[src/rtl/led_mon_pkg.sv]
// rtl/led_mon_pkg.sv - shared types and thermometer-code helpers for the LED level monitor
// Purpose: FSM state type plus legality check and decode of thermometer codes.
// Ports: none (package). Helpers take codes zero-extended to 32 bits.
package led_mon_pkg;

  typedef enum logic [1:0] {IDLE, TRACK, FAULT} led_mon_state_t;

  // A thermometer code is 2**k-1: adding one clears every set bit.
  function automatic logic is_thermo(input logic [31:0] code);
    return ((code + 32'd1) & code) == 32'd0;
  endfunction

  // Number of lit segments; only meaningful for legal codes.
  function automatic int unsigned thermo2bin(input logic [31:0] code);
    int unsigned n;
    n = 0;
    for (int i = 0; i < 32; i++) n += 32'(code[i]);
    return n;
  endfunction

endpackage

[src/rtl/led_level_monitor_if.sv]
// rtl/led_level_monitor_if.sv - LED bus and status bundle for the LED level monitor
// Purpose: groups the observed LED bus, count clear and all decoded status outputs.
// Modports: master drives led_in/clr_count and reads status; slave is the monitor.
interface led_level_monitor_if #(
  parameter int WIDTH = 3,
  parameter int CNT_W = 8
);
  logic [WIDTH-1:0]           led_in;
  logic                       clr_count;
  logic [$clog2(WIDTH+1)-1:0] level;
  logic                       level_valid;
  logic                       step_up;
  logic                       step_down;
  logic                       illegal;
  logic [CNT_W-1:0]           step_count;

  modport master (
    output led_in, clr_count,
    input  level, level_valid, step_up, step_down, illegal, step_count
  );

  modport slave (
    input  led_in, clr_count,
    output level, level_valid, step_up, step_down, illegal, step_count
  );
endinterface

[src/rtl/led_sync_stable.sv]
// rtl/led_sync_stable.sv - two-flop synchroniser plus stability filter for the LED bus
// Purpose: brings led_i into the clk domain and accepts a code once it has been
//          sampled identically STABLE_CYCLES times in a row.
// Ports: clk, rst (async active-high); led_i async LED bus;
//        code_o synchronised code; accept_o 1-cycle strobe when code_o is accepted.
module led_sync_stable #(
  parameter int WIDTH         = 3,
  parameter int STABLE_CYCLES = 4
) (
  input  logic             clk,
  input  logic             rst,
  input  logic [WIDTH-1:0] led_i,
  output logic [WIDTH-1:0] code_o,
  output logic             accept_o
);

  localparam int CW = $clog2(STABLE_CYCLES + 1);
  localparam logic [CW-1:0] STABLE = CW'(STABLE_CYCLES);

  logic [WIDTH-1:0] meta_q, sync_q, cand_q, cand_d;
  logic [1:0]       fill_q;
  logic [CW-1:0]    cnt_q, cnt_d;

  always_ff @(posedge clk or posedge rst) begin
    if (rst) begin
      meta_q <= '0;
      sync_q <= '0;
      fill_q <= '0;
      cand_q <= '0;
      cnt_q  <= '0;
    end else begin
      meta_q <= led_i;
      sync_q <= meta_q;
      fill_q <= {fill_q[0], 1'b1};
      cand_q <= cand_d;
      cnt_q  <= cnt_d;
    end
  end

  // fill_q masks the reset value of the chain so the first real sample
  // starts a fresh candidate; a zero count means no candidate yet.
  always_comb begin
    cand_d   = cand_q;
    cnt_d    = cnt_q;
    accept_o = 1'b0;
    if (fill_q[1]) begin
      if (cnt_q == '0 || sync_q != cand_q) begin
        cand_d = sync_q;
        cnt_d  = CW'(1);
      end else if (cnt_q != STABLE) begin
        cnt_d = cnt_q + CW'(1);
      end
      // Fire only on the transition into the saturated count.
      accept_o = (cnt_d == STABLE) && (cnt_q != STABLE || sync_q != cand_q);
    end
  end

  assign code_o = sync_q;

endmodule

[src/rtl/led_level_monitor.sv]
// rtl/led_level_monitor.sv - decodes the thermometer LED bus into a level with step events
// Purpose: filters the LED bus, tracks the accepted level through IDLE/TRACK/FAULT,
//          pulses step_up/step_down on changes and counts them.
// Ports: clk, rst (async active-high); bus (slave modport): led_in, clr_count in;
//        level, level_valid, step_up, step_down, illegal, step_count out.
// Config: LED_MON_SAT_COUNT_EN makes step_count saturate instead of wrap.
module led_level_monitor
  import led_mon_pkg::*;
#(
  parameter int WIDTH         = 3,
  parameter int STABLE_CYCLES = 4,
  parameter int CNT_W         = 8
) (
  input  logic                clk,
  input  logic                rst,
  led_level_monitor_if.slave  bus
);

  localparam int LVL_W = $clog2(WIDTH + 1);

  logic [WIDTH-1:0] code;
  logic             accept;
  logic             legal;
  logic [LVL_W-1:0] new_level;

  led_mon_state_t   state_q, state_d;
  logic [LVL_W-1:0] level_q, level_d;
  logic             valid_q, valid_d;
  logic             up_q, up_d, down_q, down_d;
  logic [CNT_W-1:0] cnt_q, cnt_d;
  logic             step_evt;

  led_sync_stable #(
    .WIDTH         (WIDTH),
    .STABLE_CYCLES (STABLE_CYCLES)
  ) u_sync_stable (
    .clk      (clk),
    .rst      (rst),
    .led_i    (bus.led_in),
    .code_o   (code),
    .accept_o (accept)
  );

  assign legal     = is_thermo(32'(code));
  assign new_level = LVL_W'(thermo2bin(32'(code)));

  always_ff @(posedge clk or posedge rst) begin
    if (rst) begin
      state_q <= IDLE;
      level_q <= '0;
      valid_q <= 1'b0;
      up_q    <= 1'b0;
      down_q  <= 1'b0;
      cnt_q   <= '0;
    end else begin
      state_q <= state_d;
      level_q <= level_d;
      valid_q <= valid_d;
      up_q    <= up_d;
      down_q  <= down_d;
      cnt_q   <= cnt_d;
    end
  end

  always_comb begin
    state_d  = state_q;
    level_d  = level_q;
    valid_d  = valid_q;
    up_d     = 1'b0;
    down_d   = 1'b0;
    step_evt = 1'b0;
    if (accept) begin
      if (!legal) begin
        state_d = FAULT;
      end else begin
        state_d = TRACK;
        valid_d = 1'b1;
        level_d = new_level;
        // No level has been reported yet, so the first legal code is not a step.
        if (valid_q && new_level != level_q) begin
          step_evt = 1'b1;
          up_d     = new_level > level_q;
          down_d   = new_level < level_q;
        end
      end
    end

    cnt_d = cnt_q;
    if (bus.clr_count) begin
      cnt_d = '0;
`ifdef LED_MON_SAT_COUNT_EN
    end else if (step_evt && cnt_q != '1) begin
      cnt_d = cnt_q + CNT_W'(1);
`else
    end else if (step_evt) begin
      cnt_d = cnt_q + CNT_W'(1);
`endif
    end
  end

  assign bus.level       = level_q;
  assign bus.level_valid = valid_q;
  assign bus.step_up     = up_q;
  assign bus.step_down   = down_q;
  assign bus.illegal     = (state_q == FAULT);
  assign bus.step_count  = cnt_q;

endmodule

[src/flat_wrapper.sv]
// flat-port wrapper written by rule: the top's interface ports become plain ports
module led_level_monitor_flat import led_mon_pkg::*;
#(
  parameter int WIDTH         = 3,
  parameter int STABLE_CYCLES = 4,
  parameter int CNT_W         = 8
)
  (clk, rst, bus_led_in, bus_clr_count, bus_level, bus_level_valid, bus_step_up, bus_step_down, bus_illegal, bus_step_count);
  led_level_monitor_if #(.WIDTH(WIDTH), .CNT_W(CNT_W)) bus_i ();
  input  logic clk;
  input  logic rst;
  input wire logic [$bits(bus_i.led_in)-1:0] bus_led_in;
  input wire logic [$bits(bus_i.clr_count)-1:0] bus_clr_count;
  output wire logic [$bits(bus_i.level)-1:0] bus_level;
  output wire logic [$bits(bus_i.level_valid)-1:0] bus_level_valid;
  output wire logic [$bits(bus_i.step_up)-1:0] bus_step_up;
  output wire logic [$bits(bus_i.step_down)-1:0] bus_step_down;
  output wire logic [$bits(bus_i.illegal)-1:0] bus_illegal;
  output wire logic [$bits(bus_i.step_count)-1:0] bus_step_count;
  assign bus_i.led_in = bus_led_in;
  assign bus_i.clr_count = bus_clr_count;
  assign bus_level = bus_i.level;
  assign bus_level_valid = bus_i.level_valid;
  assign bus_step_up = bus_i.step_up;
  assign bus_step_down = bus_i.step_down;
  assign bus_illegal = bus_i.illegal;
  assign bus_step_count = bus_i.step_count;
  led_level_monitor #(.WIDTH(WIDTH), .STABLE_CYCLES(STABLE_CYCLES), .CNT_W(CNT_W)) u_core (.clk(clk), .rst(rst), .bus(bus_i));
endmodule
[config.mk]
export PLATFORM = sky130hd
export DESIGN_NAME = led_level_monitor_flat
export DESIGN_NICKNAME = d
export VERILOG_FILES = /design/src/rtl/led_mon_pkg.sv /design/src/rtl/led_level_monitor_if.sv /design/src/rtl/led_sync_stable.sv /design/src/rtl/led_level_monitor.sv /design/src/flat_wrapper.sv
export SDC_FILE = /design/constraint.sdc
export NUM_CORES = 1
export LEC_CHECK = 0
export CAP_MARGIN = 30
export CORE_UTILIZATION = 35
export DETAILED_ROUTE_END_ITERATION = 8
export GPL_ROUTABILITY_DRIVEN = 0
export PLACE_DENSITY = 0.64
export SYNTH_ARGS = -nofsm -noshare
export SYNTH_HDL_FRONTEND = slang
export SYNTH_SLANG_ARGS = --single-unit
[constraint.sdc]
create_clock -name clk -period 7.1 [get_ports clk]
set_clock_uncertainty 0.05 [all_clocks]
set_input_delay 1.065 -clock clk [delete_from_list [all_inputs] [get_ports clk]]
set_output_delay 1.065 -clock clk [all_outputs]
set_load 0.03 [all_outputs]
* Word-level counts from Yosys, hierarchy flattened *
Cells that the tools add are included.

cells by class
  $add $sub $neg = 5
  magnitude comparators = 2
  eq/ne operators = 5
  multiplexer cells = 16
  bitwise operators = 1
  reductions and logical operators = 9

operators with widths
  operator                                                        count
  32-bit by 3-bit AND with 32-bit output                          1
  32-bit zero test                                                1
  8-bit 2-to-1 mux                                                2
  1-bit 2-to-1 mux                                                10
  3-bit 2-to-1 mux                                                3
  8-bit by 1-bit adder with 8-bit output (second input constant)  1
  3-bit by 1-bit adder with 4-bit output (second input constant)  1
  2-bit AND reduction                                             2
  3-bit by 1-bit adder with 3-bit output (second input constant)  1
  3-bit equality test (second input constant)                     1
  3-bit zero test                                                 1
  3-bit inequality test                                           1
  3-bit inequality test (second input constant)                   1
  1-bit by 1-bit adder with 2-bit output                          1
  2-bit by 1-bit adder with 2-bit output                          1
  2-bit equality test (second input constant)                     1
  2-bit greater-than comparator                                   1
  1-bit logical AND                                               2
  1-bit logical OR                                                2
  2-bit less-than comparator                                      1
  2-bit 2-to-1 mux                                                1
  2-bit inequality test                                           1
  2-bit nonzero test                                              1

storage, ports and cells
  register bits after elaboration = 29
  input bits = 6

* Longest topological paths before layout *
Gate-level depths: netlist of run 1.

  depth in word-level cells = 10
  gate-level depth with buffers = 8

* Cells and area by module *
Synthesis of run 1 repeated with hierarchy kept, for this count alone.

unflattened totals
  cell total of the unflattened synthesis = 119
  area total of the unflattened synthesis = 1350.0 µm²

modules (own cells, without submodules)
  module             instances  cells an instance  area an instance (µm²)  sequential area each (µm²)
  led_level_monitor  1          75                 759.5                   375.4
  led_sync_stable    1          44                 590.6                   350.3

* Least setup slack after synthesis of run 1 *
OpenSTA, ideal clock, no wires.

  path kind = reg-to-reg
  from = reg u_core.u_sync_stable.sync_q[0], in the netlist u_core.u_sync_stable.code_o[0]
  to = reg u_core.cnt_q[3], in the netlist u_core.bus.step_count[3]
  data arrival time = 2190 ps
  required time = 6925 ps
  setup slack = 4736 ps
  stages on the path, launching flop included = 8
  period minus slack after synthesis = 2364 ps
  cell sequence = dfrtp_1 inv_1 fa_1 ha_1 a21boi_0 nand2_1 nor4_1 mux2_2

on the way
  cells in the longest elaborated chain, start to end = 9

RTL lines
  item                                                                                            RTL line                 source
  start, declared                                                                                 led_sync_stable.sv:20    logic [WIDTH-1:0] meta_q, sync_q, cand_q, cand_d;
  start signal, assigned                                                                          led_sync_stable.sv:33    sync_q <= meta_q;
  parallel branches: the longest is 7 deep, another holds 3-bit by 1-bit adder with 4-bit output  n/a
  1-bit 2-to-1 mux (*)                                                                            led_level_monitor.sv:72  if (accept) begin
  2-bit nonzero test (no source line) (*)                                                         n/a
  end signal, assigned                                                                            led_level_monitor.sv:61  cnt_q <= cnt_d;
  end, declared                                                                                   led_level_monitor.sv:30  logic [CNT_W-1:0] cnt_q, cnt_d;

Every way passes the cells marked *. The select of a mux whose other input is x is not followed.
A chain may end at the register's enable or synchronous reset.

* Final worst setup path of run 1 *
  from = reg u_core.u_sync_stable.sync_q[0], in the netlist u_core.u_sync_stable.code_o[0]
  to = reg u_core.cnt_q[7], in the netlist u_core.bus.step_count[7]

The elaborated chain is that of the path after synthesis.

==> results.md, run 1 <==
- Status: complete, no violations
- Worst skew pair latency: about 0.27 ns
- Postcts setup bufs: 0
- Grt ovf: 0
- Syn_nets: between 100 and 150
- Worst Max-Slew Pin Slew: 0.662 ns
- EDFF count, synth: 0
- Largest net degree at the start of global routing: 18
- IO Count: 20
- TritonCTS Sinks: 29
- P_leak: between 0.7 and 0.8 nW
- Clk buf depth: 2
- Final Hold Viols: 0
- Layout cells sized above 1: 0.135
- Top FF cell, synth: dfrtp_1
- Synth-to-layout area growth: 26.7%
- ANT nets after route: 0
- Rel. slew slack: 0.555
- Fin Hold WS: 0.304 ns
- Clk slew on worst S/H paths: 0.06 ns
- Max Cap Violations: 0
- Initial antenna violation count: 0
- RSZ-0062 raised after global routing: false
- Num CTS Buffers: 5
- Finish-stage setup viols: 0
- Port buffer count: 19
- Die W: roughly 66 um
- Worst hold path type: reg -> reg
- Post-route minimum period: 2.67 ns
- Post-synth ARST share: 1.00
- Crit-path max cell delay: 0.56 ns
- Mean post-synth cell area: around 11 um2
- CP Launch Type: flop
- Fin crit share: 0.375
- Synth area leaders: dfrtp_1 51%, mux2_2 7.1%, ha_1 4.4%
- Critical path buffer and inverter count: 1
- Die area: around 0.0043 mm2
- Nets: around 170
- CP max FO: 6
- Total track usage: 0.140
- Share of the synthesized area in the top cell type: 0.511
- Vias per Instance: ~5.0
- Fin. max-slew vios: 0
- Warnings from Yosys: 0
- Distinct cell type count of the synthesized netlist: 35
- Die Span Y: between 60 and 70 um
- VDD IR max: about 0.00012 V
- PostCTS Resize Cnt: 0
- Core box area: between 0.003 and 0.004 mm2
- Critical path's top delay family: adder cells
- Ant. Diodes: 0
- Initial DRC count: 34
- Power Dens Cells: between 200 and 250 mW/mm2
- Vias post-DR: roughly 1000
- Starting Density: 0.377
- Global-route wire length before repair: 4.44 mm
- Most frequent cells in the layout: 29 x dfrtp_1, 19 x clkdlybuf4s50_1, 10 x inv_1, 10 x nor2b_1, 9 x mux2_2
- Most common cell after layout, fill and taps aside: dfrtp_1
- Critical path class: reg -> reg
- Hold Buf Count CTS: 0
- Register area share after synthesis: 0.511
- #FFs+latches synth: 29
- TritonCTS clock tree: done
- Slowest cell on the critical path: fa_1
- Vias in the first global route: 1058
- Largest area contributor in the netlist: dfrtp_1
- WL/cell: between 10 and 15 um
- CP endpoint kind: flop
- Mapped Area: approximately 0.0014 mm2
- DRC Markers: 0
- FMAX: approximately 0.38 GHz
- CP Cell Sequence: inv_1 -> fa_1 -> ha_1 -> a21boi_0 -> nand2_1 -> nor4_1 -> mux2_2
- CP arrival: 2.78 ns
- Detailed placement HPWL: between 1.5 and 2 mm
- Pre-CTS WS: between 4 and 5 ns
- H-tree Lvls: 2
- Row cnt: 22
- Final WL: 2.56 mm
- Sum Neg Setup Slack: 0 ns
- DRT Pass-1 Iters: 4
- Setup slack after layout: around 4.4 ns
- Worst EP required: 7.22 ns
- CTS Root Cell: clkbuf_8
- Cell count after synthesis: 130
[flip-flops by register name, summed over array words and instances, names as in the netlist]
register and cells:
u_core.bus.level_valid 1, u_core.u_sync_stable.code_o 3, u_core.bus.level 2, u_core.bus.step_up 1, u_core.bus.step_down 1, u_core.u_sync_stable.fill_q 2, u_core.bus.step_count 8, u_core.state_q 2
u_core.u_sync_stable.cnt_q 3, u_core.u_sync_stable.cand_q 3, u_core.u_sync_stable.meta_q 3
[layer usage]
layer	global-route usage	vias up	share of wire
met5	0	-	0
met4	0.0978	0	0.034
met3	0.0486	11	0.040
met2	0.231	20	0.49
met1	0.147	490	0.43
li1	-	500	-
[cell type report]
type,count,area (um2)
flip-flops and latches,29,726
well taps,48,60.1
fillers,340,1970
repair buffers,20,218
clock inverters,1,30.0
inverters,10,37.5
multi-input cells,89,643
clock buffers,7,86.3
[cell families (layout without fill, tap and decap cells)]
| group | after synthesis | after routing | synth area share |
|---|---|---|---|
| muxes | 12 | 12 | 0.0924 |
| and+or+nand+nor | 53 | 53 | 0.215 |
| DFF | 29 | 29 | 0.511 |
| AOI/OAI and AO/OA | 13 | 13 | 0.0599 |
| adders and majority gates | 6 | 6 | 0.0581 |
| other | 1 | 1 | 0.00264 |
| buffers and inverters | 12 | 38 | 0.0370 |
| xor gates and xnor gates | 4 | 4 | 0.0247 |
[final timing paths]
check	start	end	slack, ns	cells past startpoint
worst max-delay path	u_core.u_sync_stable.code_o[0]$_DFF_PP0_	u_core.bus.step_count[7]$_DFFE_PP0P_	4.43	7
worst min-delay path	u_core.u_sync_stable.meta_q[0]$_DFF_PP0_	u_core.u_sync_stable.code_o[0]$_DFF_PP0_	0.30	0
worst max register to register	u_core.u_sync_stable.code_o[0]$_DFF_PP0_	u_core.bus.step_count[7]$_DFFE_PP0P_	4.43	7
worst min register to register	u_core.u_sync_stable.meta_q[0]$_DFF_PP0_	u_core.u_sync_stable.code_o[0]$_DFF_PP0_	0.30	0
max in group asynchronous	rst	u_core.u_sync_stable.cand_q[0]$_DFFE_PP0P_	5.41	3
min in group asynchronous	rst	u_core.bus.step_count[7]$_DFFE_PP0P_	1.10	2
[synthesized netlist by cell type, types with 3 or more instances]
master and n:
dfrtp_1 29, mux2i_1 3, xnor2_1 3, o21ai_0 4, ha_1 5, nor2b_1 10, nand2_1 6, inv_1 10
mux2_2 9, nor2_1 7, a21oi_1 3, and3_1 3, nor4_1 6, nand4_1 3, nand3_1 5
[report_power, final]
group	switching, mW	leakage, nW	internal, mW
logic	0.0342	0.363	0.0272
clock network	0.0597	0.0585	0.114
registers	0.00716	0.374	0.176
total	0.101	0.796	0.317
[through the flow]
stage / power, mW / instances / cell area (um2) / utilization
3_3_place_gp: 0.243 / 195 / 1660 / 0.439
4_1_cts: 0.424 / 204 / 1800 / 0.477
5_1_grt: 0.439 / 204 / 1800 / 0.477
2_1_floorplan: 0.230 / 130 / 1420 / -
6_report: 0.418 / 204 / 1800 / 0.477
3_5_place_dp: 0.248 / 196 / 1680 / 0.447
[worst register-to-register path, stage by stage, from the launching register on]
cell and delay [ns]:
dfrtp_1 0.39, inv_1 0.08, fa_1 0.56, ha_1 0.23, a21boi_0 0.26, nand2_1 0.21, nor4_1 0.41, mux2_2 0.38
No activity file was read; power rests on OpenSTA's default activity.
==> run 2: changes to the inputs <==
==> constraint.sdc (replaced) <==
create_clock -name clk -period 2.5 [get_ports clk]
set_clock_uncertainty 0.05 [all_clocks]
set_input_delay 0.375 -clock clk [delete_from_list [all_inputs] [get_ports clk]]
set_output_delay 0.375 -clock clk [all_outputs]
set_load 0.03 [all_outputs]
==> run 2 against run 1 <==
Flip-flop and latch count did not move. Setup slack worse by 4.3 ns. Worst hold slack worse by 0.0039 ns. Power rose to 2.9 times the previous value. First-iteration DRC count rose by 120%. Count of clock-buffer cells in the layout stayed put. Final cell count grew 1.5%. Maximum frequency rose by 11%. Utilization rose by 0.40 points. Register-to-register slack got worse by 4.3 ns. Sequential power increased to 2.8 times the previous value. Combinational power grew to 2.9 times the previous value. Critical path type unchanged.
==> results.md, run 2 (same netlist as run 1, synthesis figures left out) <==
- Grt ovf: 0 (unchanged)
- TritonCTS Sinks: 29 (unchanged)
- Vias post-DR: 1038 (+1.7%)
- Power Dens Cells: 659 mW/mm2 (+180%)
- Nets: 170 (+1.8%)
- CP Launch Type: flop
- Finish-stage setup viols: 0 (unchanged)
- IO Count: 20 (unchanged)
- Num CTS Buffers: 5 (unchanged)
- Core box area: 0.00377 mm2 (unchanged)
- Synth-to-layout area growth: 27.7%
- WL/cell: 13.0 um (+3.7%)
- Fin. max-slew vios: 0 (unchanged)
- Post-route minimum period: 2.40 ns (-0.267 ns)
- Fin Hold WS: 0.300 ns (-0.00386 ns)
- Fin crit share: 0.959 (+0.584)
- Largest net degree at the start of global routing: 30 (+12)
- Clk buf depth: 2 (unchanged)
- CP max FO: 6 (unchanged)
- Layout cells sized above 1: 0.170 (+0.0352)
- VDD IR max: 0.000385 V (+220%)
- Hold Buf Count CTS: 0 (unchanged)
- Initial DRC count: 75 (+120%)
- RSZ-0062 raised after global routing: true
- P_leak: 0.806 nW (+1.2%)
- Finished Cell Area: 0.00182 mm2 (+0.83%)
- Initial antenna violation count: 0 (unchanged)
- TritonCTS clock tree: done
- Global-route wire length before repair: 4.80 mm (+8.1%)
- Critical path class: reg -> reg
- Cell Count, Final, Fillers Out: 207 (+1.5%)
- Sum Neg Setup Slack: 0 ns (unchanged)
- Slowest cell on the critical path: fa_1
- CP endpoint kind: flop
- DRC Markers: 0 (unchanged)
- Status: complete, no violations
- Worst hold path type: reg -> reg
- Critical path's top delay family: adder cells
- DRT Pass-1 Iters: 4 (unchanged)
- Die Span Y: 65.7 um (unchanged)
- Max reg flops: 8 (unchanged)
- Total track usage: 0.150 (+0.0102)
- Most common cell after layout, fill and taps aside: dfrtp_1
- Vias per Instance: 5.01 (+0.19%)
- Crit-path max cell delay: 0.47 ns (-0.09 ns)
- ANT nets after route: 0 (unchanged)
- CTS Root Cell: clkbuf_8
- Worst EP required: 2.62 ns (-4.60 ns)
- Clk slew on worst S/H paths: 0.07 ns (about the same)
- Row cnt: 22 (unchanged)
- Most frequent cells in the layout: 29 x dfrtp_1, 19 x clkdlybuf4s50_1, 10 x inv_1, 10 x nor2b_1, 9 x mux2_2
- Final WL: 2.69 mm (+5.2%)
- FMAX: 0.417 GHz (+11%)
- Max Cap Violations: 0 (unchanged)
- CP arrival: 2.51 ns (-0.27 ns)
- Detailed placement HPWL: 1.88 mm (-4.3%)
- Critical path buffer and inverter count: 1 (unchanged)
- Final Hold Viols: 0 (unchanged)
- Ant. Diodes: 0 (unchanged)
- H-tree Lvls: 2 (unchanged)
- Die W: 65.7 um (unchanged)
- Cell area after placement: 0.00169 mm2 (+0.15%)
- Port buffer count: 19 (unchanged)
- Starting Density: 0.377 (unchanged)
- Worst skew pair latency: 0.28 ns (about the same)
- Vias in the first global route: 1129 (+6.7%)
- Cells after DPL: 199 (+1.5%)
- CP Cell Sequence: inv_1 -> fa_1 -> ha_1 -> a21boi_2 -> nand2_2 -> nor4_2 -> mux2_2
- Die area: 0.00432 mm2 (unchanged)
-- run 2: changes by cell type in the layout (fill, tap and decap cells not counted) --
| cell | previous run | this run |
|---|---|---|
| a21boi_0 | 1 | 0 |
| nand2_1 | 6 | 5 |
| a21boi_2 | 0 | 1 |
| buf_4 | 0 | 4 |
| nand2_2 | 0 | 1 |
| nor4_2 | 0 | 1 |
| nor4_1 | 6 | 5 |
| buf_16 | 1 | 0 |
-- run 2: final cells by class --
type | instances | area (um2)
Tap cell | 48 | 60.1
Clock buffer | 7 | 86.3
Timing Repair Buffer | 23 | 220
Inverter | 10 | 37.5
Fill cell | 342 | 1960
Sequential cell | 29 | 726
Multi-Input combinational cell | 89 | 656
Clock inverter | 1 | 30.0
-- run 2: final timing paths --
path                            cells past startpoint                                        to  slack, ns                                      from
min in group asynchronous                           3      u_core.bus.step_count[7]$_DFFE_PP0P_       0.41                                       rst
worst max register to register                      7      u_core.bus.step_count[7]$_DFFE_PP0P_       0.10  u_core.u_sync_stable.code_o[2]$_DFF_PP0_
worst min-delay path                                0  u_core.u_sync_stable.code_o[0]$_DFF_PP0_       0.30  u_core.u_sync_stable.meta_q[0]$_DFF_PP0_
worst max-delay path                                7      u_core.bus.step_count[7]$_DFFE_PP0P_       0.10  u_core.u_sync_stable.code_o[2]$_DFF_PP0_
max in group asynchronous                           3  u_core.u_sync_stable.code_o[0]$_DFF_PP0_       1.72                                       rst
worst min register to register                      0  u_core.u_sync_stable.code_o[0]$_DFF_PP0_       0.30  u_core.u_sync_stable.meta_q[0]$_DFF_PP0_
-- run 2: worst reg2reg max path, delay by kind of cell, from the launching register on --
kind | cells | cell delay (ns)
multiplexers | 1 | 0.38
flip-flops | 1 | 0.40
adder cells (fa/ha/maj) | 2 | 0.77
AND/OR/NAND/NOR | 2 | 0.41
AO/OA/AOI/OAI | 1 | 0.19
buffers and inverters | 1 | 0.07
-- run 2: metal layers --
| layer | share of wire | up-vias | global-route usage |
|---|---|---|---|
| met5 | 0 | - | 0 |
| met4 | 0.020 | 0 | 0.0897 |
| met3 | 0.057 | 5 | 0.0538 |
| met2 | 0.52 | 29 | 0.254 |
| met1 | 0.40 | 499 | 0.158 |
| li1 | - | 505 | - |
-- run 2: what timing repair did --
action / 4_1_cts / 5_1_grt
gates cloned: 0 / 0
gates resized for setup: 3 / 1
setup buffers: 0 / 0
endpoints found under the setup margin: 6 / 6
-- run 2: power breakdown --
part	switching, mW	internal (mW)
Sequential	0.0189	0.499
Clock	0.173	0.324
Combinational	0.103	0.0779
-- run 2: through the flow --
step           worst slack [ns]  utilization  total power [mW]
6_report                  0.102        0.481              1.20
5_1_grt                 -0.0215        0.481              1.25
4_1_cts                  0.0203        0.480              1.21
3_5_place_dp             -0.142        0.447             0.704
3_3_place_gp            -0.0519        0.447             0.693
2_1_floorplan             0.136            -             0.652
